File: src/rtl/spi_pkg.sv
// Shared types and helpers for the SPI transaction sequencer.
package spi_pkg;

  // Width of the bytes exchanged with the single-byte SPI engine.
  localparam int SPI_BYTE_W = 8;

  // Sequencer states; the encoding is also exported on dbg_state.
  typedef enum logic [2:0] {
    ST_IDLE  = 3'd0,
    ST_SETUP = 3'd1,
    ST_LOAD  = 3'd2,
    ST_XFER  = 3'd3,
    ST_GAP   = 3'd4,
    ST_HOLD  = 3'd5,
    ST_DONE  = 3'd6
  } state_t;

  // The timer reports zero on its last counted cycle, so a phase of
  // n cycles loads n-1. A zero-length phase is never entered.
  function automatic int tmr_load_val(input int n);
    return (n > 0) ? n - 1 : 0;
  endfunction

endpackage

File: src/rtl/spi_txn_timer.sv
// Down-counter shared by the SETUP, GAP and HOLD phases.
// load has priority; zero is high once the count has run out.
module spi_txn_timer #(
  parameter int TMR_W = 8
) (
  input  logic             clk,
  input  logic             rst,
  input  logic             load,
  input  logic [TMR_W-1:0] load_val,
  output logic             zero
);

  logic [TMR_W-1:0] cnt;

  // Load a new phase length or count down, saturating at zero.
  always_ff @(posedge clk) begin
    if (rst) begin
      cnt <= '0;
    end else if (load) begin
      cnt <= load_val;
    end else if (cnt != '0) begin
      cnt <= cnt - TMR_W'(1);
    end
  end

  assign zero = (cnt == '0);

endmodule

File: src/rtl/spi_txn_ctrl.sv
// Multi-byte SPI transaction sequencer: owns chip select and its
// setup/hold/inter-byte timing, feeds tx bytes to the byte engine and
// returns each rx byte.
//
// Handshakes: a command is accepted on a cycle where cmd_valid and
// cmd_ready are both high. A tx byte is consumed on a cycle where
// tx_valid and tx_ready are both high (tx_ready is a combinational
// pulse that coincides with spi_start). rx_valid, done and spi_start
// are single-cycle pulses with no backpressure.
module spi_txn_ctrl
  import spi_pkg::*;
#(
  parameter int LEN_W    = 8,
  parameter int CS_SETUP = 4,
  parameter int BYTE_GAP = 2,
  parameter int CS_HOLD  = 4,
  parameter int TMR_W    = 8
) (
  input  logic             clk,
  input  logic             rst,
  input  logic             cmd_valid,
  output logic             cmd_ready,
  input  logic [LEN_W-1:0] cmd_len,
  input  logic             abort,
  input  logic [7:0]       tx_data,
  input  logic             tx_valid,
  output logic             tx_ready,
  output logic [7:0]       rx_data,
  output logic             rx_valid,
  output logic             done,
  output logic             busy,
  output logic             cs_n,
  output logic             spi_start,
  output logic [7:0]       spi_data_in,
  input  logic             spi_busy,
  input  logic             spi_new_data,
  input  logic [7:0]       spi_data_out,
  output logic [2:0]       dbg_state
);

  localparam logic [TMR_W-1:0] SETUP_LD = TMR_W'(tmr_load_val(CS_SETUP));
  localparam logic [TMR_W-1:0] GAP_LD   = TMR_W'(tmr_load_val(BYTE_GAP));
  localparam logic [TMR_W-1:0] HOLD_LD  = TMR_W'(tmr_load_val(CS_HOLD));

  state_t           state;
  logic [LEN_W-1:0] remaining;
  logic             abort_q;
  logic             abort_seen;
  logic             accept;
  logic             load_fire;
  logic             last_byte;
  logic             tmr_load;
  logic [TMR_W-1:0] tmr_val;
  logic             tmr_zero;

  // An abort pulse acts in the cycle it arrives as well as afterwards.
  assign abort_seen = abort_q | abort;
  assign accept     = cmd_valid & cmd_ready;
  assign last_byte  = (remaining == LEN_W'(1));

  // A byte is launched only from LOAD, with data present, engine idle
  // and no abort pending.
  assign load_fire   = (state == ST_LOAD) & tx_valid & ~spi_busy & ~abort_seen;
  assign tx_ready    = load_fire;
  assign spi_start   = load_fire;
  assign spi_data_in = (state == ST_LOAD) ? tx_data : 8'h00;
  assign dbg_state   = state;

  // Pick the phase length to load on the transition into a timed state.
  always_comb begin
    tmr_load = 1'b0;
    tmr_val  = '0;
    case (state)
      ST_IDLE: begin
        if (accept && cmd_len != '0) begin
          tmr_load = 1'b1;
          tmr_val  = SETUP_LD;
        end
      end
      ST_SETUP, ST_LOAD, ST_GAP: begin
        if (abort_seen) begin
          tmr_load = 1'b1;
          tmr_val  = HOLD_LD;
        end
      end
      ST_XFER: begin
        if (spi_new_data) begin
          if (last_byte || abort_seen) begin
            tmr_load = 1'b1;
            tmr_val  = HOLD_LD;
          end else if (BYTE_GAP != 0) begin
            tmr_load = 1'b1;
            tmr_val  = GAP_LD;
          end
        end
      end
      default: begin
        tmr_load = 1'b0;
        tmr_val  = '0;
      end
    endcase
  end

  spi_txn_timer #(
    .TMR_W (TMR_W)
  ) u_timer (
    .clk      (clk),
    .rst      (rst),
    .load     (tmr_load),
    .load_val (tmr_val),
    .zero     (tmr_zero)
  );

  // Transaction FSM with registered chip select, status and rx outputs.
  always_ff @(posedge clk) begin
    if (rst) begin
      state     <= ST_IDLE;
      remaining <= '0;
      abort_q   <= 1'b0;
      cs_n      <= 1'b1;
      cmd_ready <= 1'b1;
      busy      <= 1'b0;
      done      <= 1'b0;
      rx_valid  <= 1'b0;
      rx_data   <= 8'h00;
    end else begin
      done     <= 1'b0;
      rx_valid <= 1'b0;
      if (state != ST_IDLE && state != ST_DONE && abort) begin
        abort_q <= 1'b1;
      end
      case (state)
        ST_IDLE: begin
          if (accept) begin
            cmd_ready <= 1'b0;
            busy      <= 1'b1;
            if (cmd_len != '0) begin
              remaining <= cmd_len;
              cs_n      <= 1'b0;
              state     <= ST_SETUP;
            end else begin
              // Empty transaction: report completion without touching cs_n.
              done  <= 1'b1;
              state <= ST_DONE;
            end
          end
        end
        ST_SETUP: begin
          if (abort_seen) begin
            state <= ST_HOLD;
          end else if (tmr_zero) begin
            state <= ST_LOAD;
          end
        end
        ST_LOAD: begin
          if (abort_seen) begin
            state <= ST_HOLD;
          end else if (load_fire) begin
            state <= ST_XFER;
          end
        end
        ST_XFER: begin
          // Completion is taken from the engine's pulse, never from busy.
          if (spi_new_data) begin
            rx_data   <= spi_data_out;
            rx_valid  <= 1'b1;
            remaining <= remaining - LEN_W'(1);
            if (last_byte || abort_seen) begin
              state <= ST_HOLD;
            end else if (BYTE_GAP == 0) begin
              state <= ST_LOAD;
            end else begin
              state <= ST_GAP;
            end
          end
        end
        ST_GAP: begin
          if (abort_seen) begin
            state <= ST_HOLD;
          end else if (tmr_zero) begin
            state <= ST_LOAD;
          end
        end
        ST_HOLD: begin
          if (tmr_zero) begin
            cs_n  <= 1'b1;
            done  <= 1'b1;
            state <= ST_DONE;
          end
        end
        ST_DONE: begin
          abort_q   <= 1'b0;
          cmd_ready <= 1'b1;
          busy      <= 1'b0;
          state     <= ST_IDLE;
        end
        default: begin
          state <= ST_IDLE;
        end
      endcase
    end
  end

endmodule

File: config.mk
export PLATFORM = sky130hd
export DESIGN_NAME = spi_txn_ctrl
export DESIGN_NICKNAME = d
export VERILOG_FILES = /design/src/rtl/spi_pkg.sv /design/src/rtl/spi_txn_timer.sv /design/src/rtl/spi_txn_ctrl.sv
export SDC_FILE = /design/constraint.sdc
export NUM_CORES = 1
export LEC_CHECK = 0
export BUFFER_PORTS_ARGS = -buffer_cell sky130_fd_sc_hd__buf_2
export CORE_UTILIZATION = 51
export DETAILED_ROUTE_END_ITERATION = 10
export PLACE_DENSITY_LB_ADDON = 0.05
export REMOVE_ABC_BUFFERS = 1
export SETUP_SLACK_MARGIN = 0.4
export SYNTH_ARGS = -nofsm -noshare
export SYNTH_HDL_FRONTEND = slang
export SYNTH_SLANG_ARGS = --single-unit
export TNS_END_PERCENT = 20
File: constraint.sdc
create_clock -name clk -period 2 [get_ports clk]
set_input_delay 0.4 -clock clk [delete_from_list [all_inputs] [get_ports clk]]
set_output_delay 0.4 -clock clk [all_outputs]
set_load 0.1 [all_outputs]
==> impl_metrics.toml, run 1 <==
[clock_tree]
post_cts_hold_buffer_count = 0
tritoncts = "yes"
htreeDepth = 2
clock_path_buffers = 2
latest_clock_arrival_within_the_worst_skew_pair_ns = 0.34
numClockSinks = 33
cts_buffers = 5
clock-root-buffer = "clkbuf_4"
clk_pin_slew_ns = 0.10

[outcome]
status = "finished clean"

[sta]
max_clock_freq_ghz = 0.549
max_slew_margin = 0.609
rsz_0062_raised_after_global_routing = "true"
timing.final.crit_period_ns = 1.82
layout_worst_path_cycle_share = 0.911
final-setup-viol-count = 0
report.final.slew_viol_count = 0
worst_pin_slew_ns = 0.571
finalClockSkew_ns = 0.0113
finalHoldWorstSlack_ns = 0.295
hold_violations = 0

[grt]
first_pass_grt_wire_length_mm = 8.00
grt_pass1_vias = 1805
globalRoute.totalOverflow = 0
antenna_violations_before_repair = 0
maximum_number_of_pins_on_one_net_before_global_route_repair = 29
globalRouteTotalUtil = 0.286

[synth]
synthMostInstantiatedCell = "nand2_1"
synth_largest_type_area_fraction = 0.361
synthCells = 241
fraction_of_synthesis_flops_using_an_asynchronous_set_or_reset_pin = 0
synthFlopType = "dfxtp_1"
synth_common_cells = "nand2_1, dfxtp_1, a21oi_1, nor2_1, o21ai_0"
yosys.cell_types.count = 49
ys_seq_area_frac = 0.361
ys_seq_elements = 33
most_area_hungry_cell_type_in_the_yosys_netlist = "dfxtp_1"
synth.avg_cell_area_um2 = 7.60
post_synth_main_area_contributors = "dfxtp_1, nand2_1, a21oi_1, o21ai_0, nor2_1"
synth_edf_count = 0
synthesis.area_um2 = 1830
ys_warn_count = 0

[place]
dpl.hpwl_mm = 3.45
port_buffers = 56
routabilityCongestion = 0.901

[setup_path]
timing.setup.critical_path_class = "flip-flop to flip-flop"
cp_cell_sequence = "or4_4, or4_2, a21oi_1, nor2_1"
cp_slowest_cell = "or4_2"
cp.arrival_ns = 2.04
element_type_at_the_critical_path_start = "flip-flop"
critPathRequiredTime_ns = 2.22
critical_path_peak_fanout = 5
worst_path_largest_cell_delay_ns = 0.59
path_delay_family = "simple AND/OR/NAND/NOR gates"
worstSetupEndpointType = "flip-flop"
path_buf_inv = 0

[floorplan]
die_h_um = 61.9
floorplan.core_area_um2 = 3390
die-area_um2 = 3840
ios = 57
fp.dieW_um = 61.9
rows = 21
initial_utilization = 0.540

[drt]
route.vias.total = 2086
dr.first_iter.drc_count = 137
drc_errors = 0
routed_via_density = 5.70
drt_wl_total_mm = 5.60
antenna_violating_nets_post_route = 0
post_drt_wl_per_cell_um = 15.3
drt-pass1-iter-count = 4

[power]
power.total_w = 0.00425
power_per_cell_area_nw_per_um2 = 1580
leakage_power_nw = 1.13
vdd.ir_drop.worst_uv = 654

[final_layout]
diodes = 0
final_nets = 354
drive_gt1_frac = 0.394
area_delta_synth_final_pct = 47.2

[worst_hold_path]
min_path_type = "input port to flip-flop"

[run]
cap_viol_max_count = 0
[placed cells by master, fill, tap and decap left out, drive strengths merged, types with 2 or more instances in the layout]
cell	netlist	layout
nand3	5	5
ha	4	4
or4	4	4
inv	6	6
a211oi	3	3
nor4	4	4
o211ai	2	2
a2111oi	3	3
buf	5	84
a31oi	2	2
xnor2	2	2
or3	3	4
a21oi	28	28
xor2	2	2
nor3	6	6
o21ai	15	15
and2	4	4
nand3b	4	4
nand4	2	2
nor2	18	18
dfxtp	33	33
clkbuf	8	7
nand2	44	44
nor3b	3	3
nand2b	4	4
o21a	3	3
and3	8	8
[metrics by stage]
stage | area (um^2) | util | cells | setup TNS (ns) | setup WS (ns)
floorplan | 1750 | - | 227 | -22.29 | -3.88
global placement | 2350 | 0.694 | 344 | 0 | 0.0198
detailed placement | 2350 | 0.694 | 344 | -0.0137 | -0.0137
CTS | 2570 | 0.758 | 359 | 0 | 0.170
global route | 2700 | 0.795 | 366 | 0 | 0.118
finish | 2700 | 0.795 | 366 | 0 | 0.178
[report_power, final]
part           total (W)  switching (W)  leakage [nW]  internal, W
logic            0.00271        0.00166         0.814      0.00105
registers        0.00102       0.000167         0.273     0.000848
clock network   0.000530       0.000231        0.0455     0.000299
total            0.00425        0.00206          1.13      0.00219
[worst register-to-register path, cell delays in order, from the launching register on]
cell	delay [ns]
dfxtp_2	0.34
or4_4	0.56
or4_2	0.59
a21oi_1	0.17
nor2_1	0.05
[repair_timing]
action | 4_1_cts | 5_1_grt
buffers inserted | 6 | 7
endpoints found under the setup margin | 42 | 43
cloned | 1 | 0
pin swaps | 10 | 4
resized for setup | 24 | 18
[final cells by class]
class / instances / area [um^2]
clock buffers: 7 / 55.1
fillers: 254 / 693
repair buffers: 84 / 672
well taps: 46 / 57.6
inverters: 6 / 22.5
flip-flops and latches: 33 / 677
clock inverters: 1 / 30.0
multi-input cells: 189 / 1180
[metal layers]
metal,vias up,wire length (um),track usage
met4,0,112,0.127
met1,971,2340,0.348
met2,86,2830,0.484
met5,-,0,0
met3,14,321,0.0621
li1,1015,-,-
[flip-flops by register name, indices dropped and copies added, names as in the netlist]
signal       cells
abort_q          1
remaining        8
dbg_state        3
u_timer.cnt      8
cmd_ready        1
rx_valid         1
rx_data          8
done             1
cs_n             1
busy             1
[kinds of logic after synthesis]
logic type      after synthesis  share of synthesized area
mux                           1                    0.00546
compound gates               67                      0.227
xor+xnor                      4                     0.0191
flops                        33                      0.361
buf+inv                      20                     0.0560
fa+ha+maj                     4                     0.0273
simple gates                112                      0.305
[path summary, 6_finish.rpt]
check                  startpoint              to  slack (ns)  cells past startpoint
setup / recovery   u_timer.cnt[2]  u_timer.cnt[7]        0.18                      4
hold / removal    spi_data_out[6]      rx_data[6]        0.30                      3
setup reg to reg   u_timer.cnt[2]  u_timer.cnt[7]        0.18                      4
hold reg to reg        rx_data[6]      rx_data[6]        0.46                      2
Note: power is estimated with default switching activity, not from simulation.
==> inputs of run 2 (changes only) <==
--- a/config.mk
+++ b/config.mk
@@ -9,5 +9,5 @@
 export CORE_UTILIZATION = 51
 export DETAILED_ROUTE_END_ITERATION = 10
-export PLACE_DENSITY_LB_ADDON = 0.05
+export PLACE_DENSITY = 0.8
 export REMOVE_ABC_BUFFERS = 1
 export SETUP_SLACK_MARGIN = 0.4
==> constraint.sdc (replaced) <==
create_clock -name clk -period 2 [get_ports clk]
set_input_delay 0.4 -clock clk [delete_from_list [all_inputs] [get_ports clk]]
set_output_delay 0.4 -clock clk [all_outputs]
set_load 0.005 [all_outputs]
==> run 2 against run 1 <==
Utilization fell by 4.3 points. Clock power rose by 1%. Register-to-register slack about the same. Worst setup slack improved by 0.0035 ns. Global-route usage is 0.77 points lower. Critical path depth stayed put. Cell area shrank 5.4%. Power decreased by 12%. Combinational power down 19%. Clock skew up 0.0020 ns. Critical path type unchanged. Largest cell class unchanged. Highest routed layer unchanged.
==> impl_metrics.toml, run 2 (synthesis gave the netlist of run 1 again) <==
[outcome]
status = "finished clean"

[floorplan]
rows = 21
die_h_um = 61.9
ios = 57
die-area_um2 = 3840
floorplan.core_area_um2 = 3390
initial_utilization = 0.540
fp.dieW_um = 61.9

[setup_path]
critPathRequiredTime_ns = 2.28
critical_path_peak_fanout = 6
path_delay_family = "simple AND/OR/NAND/NOR gates"
r2r_start = "u_timer.cnt[5]"
element_type_at_the_critical_path_start = "flip-flop"
startpoint = "u_timer.cnt[5]"
cp_common_cell = "or3_4"
cp_slowest_cell = "or4_4"
cp.arrival_ns = 2.10
timing.setup.critical_path_class = "flip-flop to flip-flop"
worst_path_largest_cell_delay_ns = 0.55
cp_cell_sequence = "or4_4, or3_4, or3_4, a21oi_2"
path_buf_inv = 0
worstSetupEndpointType = "flip-flop"

[grt]
grt_pass1_vias = 1737
globalRouteTotalUtil = 0.278
globalRoute.totalOverflow = 0
maximum_number_of_pins_on_one_net_before_global_route_repair = 29
antenna_violations_before_repair = 0
first_pass_grt_wire_length_mm = 7.69

[sta]
max_slew_margin = 0.619
setup_tns_ns = 0
rsz_0062_raised_after_global_routing = "true"
layout_worst_path_cycle_share = 0.909
timing.final.crit_period_ns = 1.82
worst_pin_slew_ns = 0.571
final-setup-viol-count = 0
max_clock_freq_ghz = 0.550
finalClockSkew_ns = 0.0133
hold_violations = 0
report.final.slew_viol_count = 0

[drt]
post_drt_wl_per_cell_um = 14.5
antenna_violating_nets_post_route = 0
drc_errors = 0
drt_wl_total_mm = 5.32
drt-pass1-iter-count = 5
route.vias.total = 2076
dr.first_iter.drc_count = 165
routed_via_density = 5.64

[final_layout]
area_delta_synth_final_pct = 39.3
drive_gt1_frac = 0.385
final.fill_count = 268
final_nets = 356
diodes = 0
largestRegisters = "remaining (8), rx_data (8), u_timer.cnt (8)"
layout.cells.most_common = "buf_2"
area_taken_by_multi_input_logic_gates_um2 = 1190
layout.cells.non_filler = 368
layout_common_cells = "buf_2, nand2_1, dfxtp_1"
sequential_cell_area_um2 = 677

[power]
vdd.ir_drop.worst_uv = 641
leakage_power_nw = 1.14
power_per_cell_area_nw_per_um2 = 1470

[clock_tree]
clock_path_buffers = 2
numClockSinks = 33
clk_pin_slew_ns = 0.11
clock-root-buffer = "clkbuf_4"
tritoncts = "yes"
post_cts_hold_buffer_count = 0
htreeDepth = 2
cts_buffers = 5
latest_clock_arrival_within_the_worst_skew_pair_ns = 0.34

[place]
dpl.hpwl_mm = 3.25
place.detailed.instances = 340
routabilityCongestion = 0.869
port_buffers = 56

[run]
cap_viol_max_count = 0

[worst_hold_path]
min_path_type = "input port to flip-flop"
worstHoldStart = "spi_data_out[1]"
[run 2: changes by cell type in the layout (fill, tap and decap cells not counted), moves of 2 or more]
cell	delta
buf_12	-12
buf_2	+11
and3_1	+8
and3_4	-8
buf_6	+4
or4_4	+3
buf_4	-2
nand2_4	+2
nor3_2	-2
nor3_4	+2
or4_1	-2
[run 2: area by class of cell]
cell class / instances / share of cell area
clock buffer: 7 / 0.0216
clock inverter: 1 / 0.0118
inverter: 6 / 0.00883
multi-input combinational: 189 / 0.466
sequential: 33 / 0.265
tap: 46 / 0.0226
timing repair buffer: 86 / 0.204
[run 2: metrics by stage]
step	hold WS [ns]	setup slack, ns	util	power (W)	cell area (um^2)
2_1_floorplan	0.426	0.0875	-	0.00207	1750
3_3_place_gp	0.439	0.0734	0.641	0.00253	2170
3_5_place_dp	0.447	0.00785	0.641	0.00257	2170
4_1_cts	0.277	0.218	0.728	0.00352	2470
5_1_grt	0.284	0.131	0.753	0.00399	2550
6_report	0.283	0.181	0.753	0.00375	2550
[run 2: worst reg2reg max path: cells and delay by family (launching register included)]
kind,cells,cell delay [ns]
flops,1,0.34
compound gates,1,0.11
simple gates,3,1.31
[run 2: final timing paths]
check / endpoint / slack, ns / cells past startpoint
setup reg to reg: done / 0.18 / 4
setup / recovery: done / 0.18 / 4
hold / removal: rx_data[1] / 0.28 / 3
hold reg to reg: rx_data[4] / 0.46 / 2
[run 2: layer usage]
metal  share of wire  GRT usage
met1            0.42      0.342
met2            0.50      0.464
met3           0.059     0.0538
met4           0.020      0.140
met5               0          0
[run 2: power by group]
group	switching, W	internal (W)
Combinational	0.00113	0.00107
Clock	0.000238	0.000299
Sequential	0.000166	0.000847
[run 2: timing repair]
| action | CTS | global route |
|---|---|---|
| pin swaps | 6 | 6 |
| gates resized for setup | 26 | 20 |
| setup buffers | 17 | 2 |
| cloned | 1 | 0 |
| setup endpoints to repair | 35 | 39 |
==> inputs of run 3 (changes only) <==
- BUFFER_PORTS_ARGS: -buffer_cell sky130_fd_sc_hd__buf_2 -> -buffer_cell sky130_fd_sc_hd__clkbuf_2
==> run 3 against run 2 <==
Final cell count decreased by 1.4%. Critical path depth unchanged. Highest routed layer unchanged. Worst setup slack got worse by 0.0024 ns. Die area unchanged. Power decreased by 11%.
==> impl_metrics.toml, run 3 (synthesis gave the netlist of run 1 again) <==
[clock_tree]
cts_buffers = 5
numClockSinks = 33
latest_clock_arrival_within_the_worst_skew_pair_ns = 0.33
clock_path_buffers = 2
clk_pin_slew_ns = 0.11
tritoncts = "yes"
htreeDepth = 2
post_cts_hold_buffer_count = 0
clock-root-buffer = "clkbuf_4"

[final_layout]
layout_common_cells = "clkbuf_2, nand2_1, dfxtp_1"
final_nets = 351
area_delta_synth_final_pct = 32.1
layout.cells.most_common = "clkbuf_2"
diodes = 0
layout.cells.non_filler = 363
utilization = 0.714
post-route-cell-area_um2 = 2420
largestRegisters = "remaining (8), rx_data (8), u_timer.cnt (8)"
drive_gt1_frac = 0.344

[sta]
report.final.slew_viol_count = 0
rsz_0062_raised_after_global_routing = "true"
final-setup-viol-count = 0
setup_tns_ns = 0
worst_pin_slew_ns = 0.511
timing.final.crit_period_ns = 1.82
max_slew_margin = 0.656
finalClockSkew_ns = 0.00923
max_clock_freq_ghz = 0.549
layout_worst_path_cycle_share = 0.911
hold_violations = 0

[floorplan]
die_h_um = 61.9
initial_utilization = 0.540
rows = 21
ios = 57
fp.dieW_um = 61.9
floorplan.core_area_um2 = 3390
die-area_um2 = 3840

[setup_path]
path_buf_inv = 0
cp.arrival_ns = 2.06
worstSetupEndpointType = "flip-flop"
critical_path_peak_fanout = 6
worst_path_largest_cell_delay_ns = 0.55
cp_slowest_cell = "or4_4"
timing.setup.critical_path_class = "flip-flop to flip-flop"
critPathRequiredTime_ns = 2.24
element_type_at_the_critical_path_start = "flip-flop"
path_delay_family = "simple AND/OR/NAND/NOR gates"
cp_cell_sequence = "or4_4, or3_4, a21o_1, a211oi_1"

[power]
leakage_power_nw = 1.08
power_per_cell_area_nw_per_um2 = 1380
vdd.ir_drop.worst_uv = 826

[drt]
antenna_violating_nets_post_route = 0
routed_via_density = 5.84
drt_wl_total_mm = 5.23
dr.first_iter.drc_count = 122
post_drt_wl_per_cell_um = 14.4
drt-pass1-iter-count = 4
drc_errors = 0
route.vias.total = 2120

[grt]
globalRoute.totalOverflow = 0
grt_pass1_vias = 1798
antenna_violations_before_repair = 0
globalRouteTotalUtil = 0.297
first_pass_grt_wire_length_mm = 8.28
maximum_number_of_pins_on_one_net_before_global_route_repair = 17

[place]
dpl.hpwl_mm = 3.42
port_buffers = 56
place.detailed.instances = 340
routabilityCongestion = 0.877
placed_cell_area_um2 = 2170

[worst_hold_path]
min_path_type = "input port to flip-flop"

[outcome]
status = "finished clean"

[run]
cap_viol_max_count = 0
[run 3: cell count changes in the layout (fill, tap and decap cells not counted), sizes merged]
cell and delta:
clkinv +2, bufinv -1, buf -61, clkbuf +55
[run 3: cell type report]
cell class | instances | area, um^2
Timing Repair Buffer | 81 | 479
Fill cell | 277 | 970
Tap cell | 46 | 57.6
Sequential cell | 33 | 674
Multi-Input combinational cell | 189 | 1130
Clock inverter | 2 | 10.0
Clock buffer | 6 | 41.3
Inverter | 6 | 22.5
[run 3: path summary, 6_finish.rpt]
check                                startpoint           end  slack, ns  cells after the start
worst max-delay path             u_timer.cnt[2]  dbg_state[0]       0.18                      4
worst min-delay path            spi_data_out[1]    rx_data[1]       0.27                      3
worst max register to register   u_timer.cnt[2]  dbg_state[0]       0.18                      4
worst min register to register       rx_data[4]    rx_data[4]       0.46                      2
[run 3: power breakdown]
group          switching [W]  leakage (nW)  internal [W]
clock network       0.000231        0.0320      0.000134
logic                0.00104         0.773      0.000917
registers           0.000183         0.272      0.000844
total                0.00145          1.08       0.00189
[run 3: layer usage]
metal | GRT usage | vias to the layer above | part of all wire
li1 | - | 1025 | -
met2 | 0.496 | 72 | 0.50
met1 | 0.373 | 1010 | 0.42
met3 | 0.0580 | 13 | 0.056
met4 | 0.127 | 0 | 0.019
met5 | 0 | - | 0
[run 3: through the flow]
step	total power, W	setup WS [ns]	hold slack, ns
CTS	0.00313	0.179	0.269
global route	0.00360	0.136	0.270
detailed placement	0.00256	0.0382	0.450
finish	0.00335	0.179	0.275
global placement	0.00252	0.104	0.442
floorplan	0.00207	0.0875	0.426
[run 3: repair_timing]
item	4_1_cts	5_1_grt
endpoints found under the setup margin	41	39
setup buffers	9	5
gates resized for setup	14	13
gates cloned	1	0
pin swaps	2	5
[run 3: worst reg2reg max path, delay by kind of cell (launching register included)]
family	cells	cell delay (ns)
compound gates	2	0.44
flops	1	0.34
simple gates	2	0.95
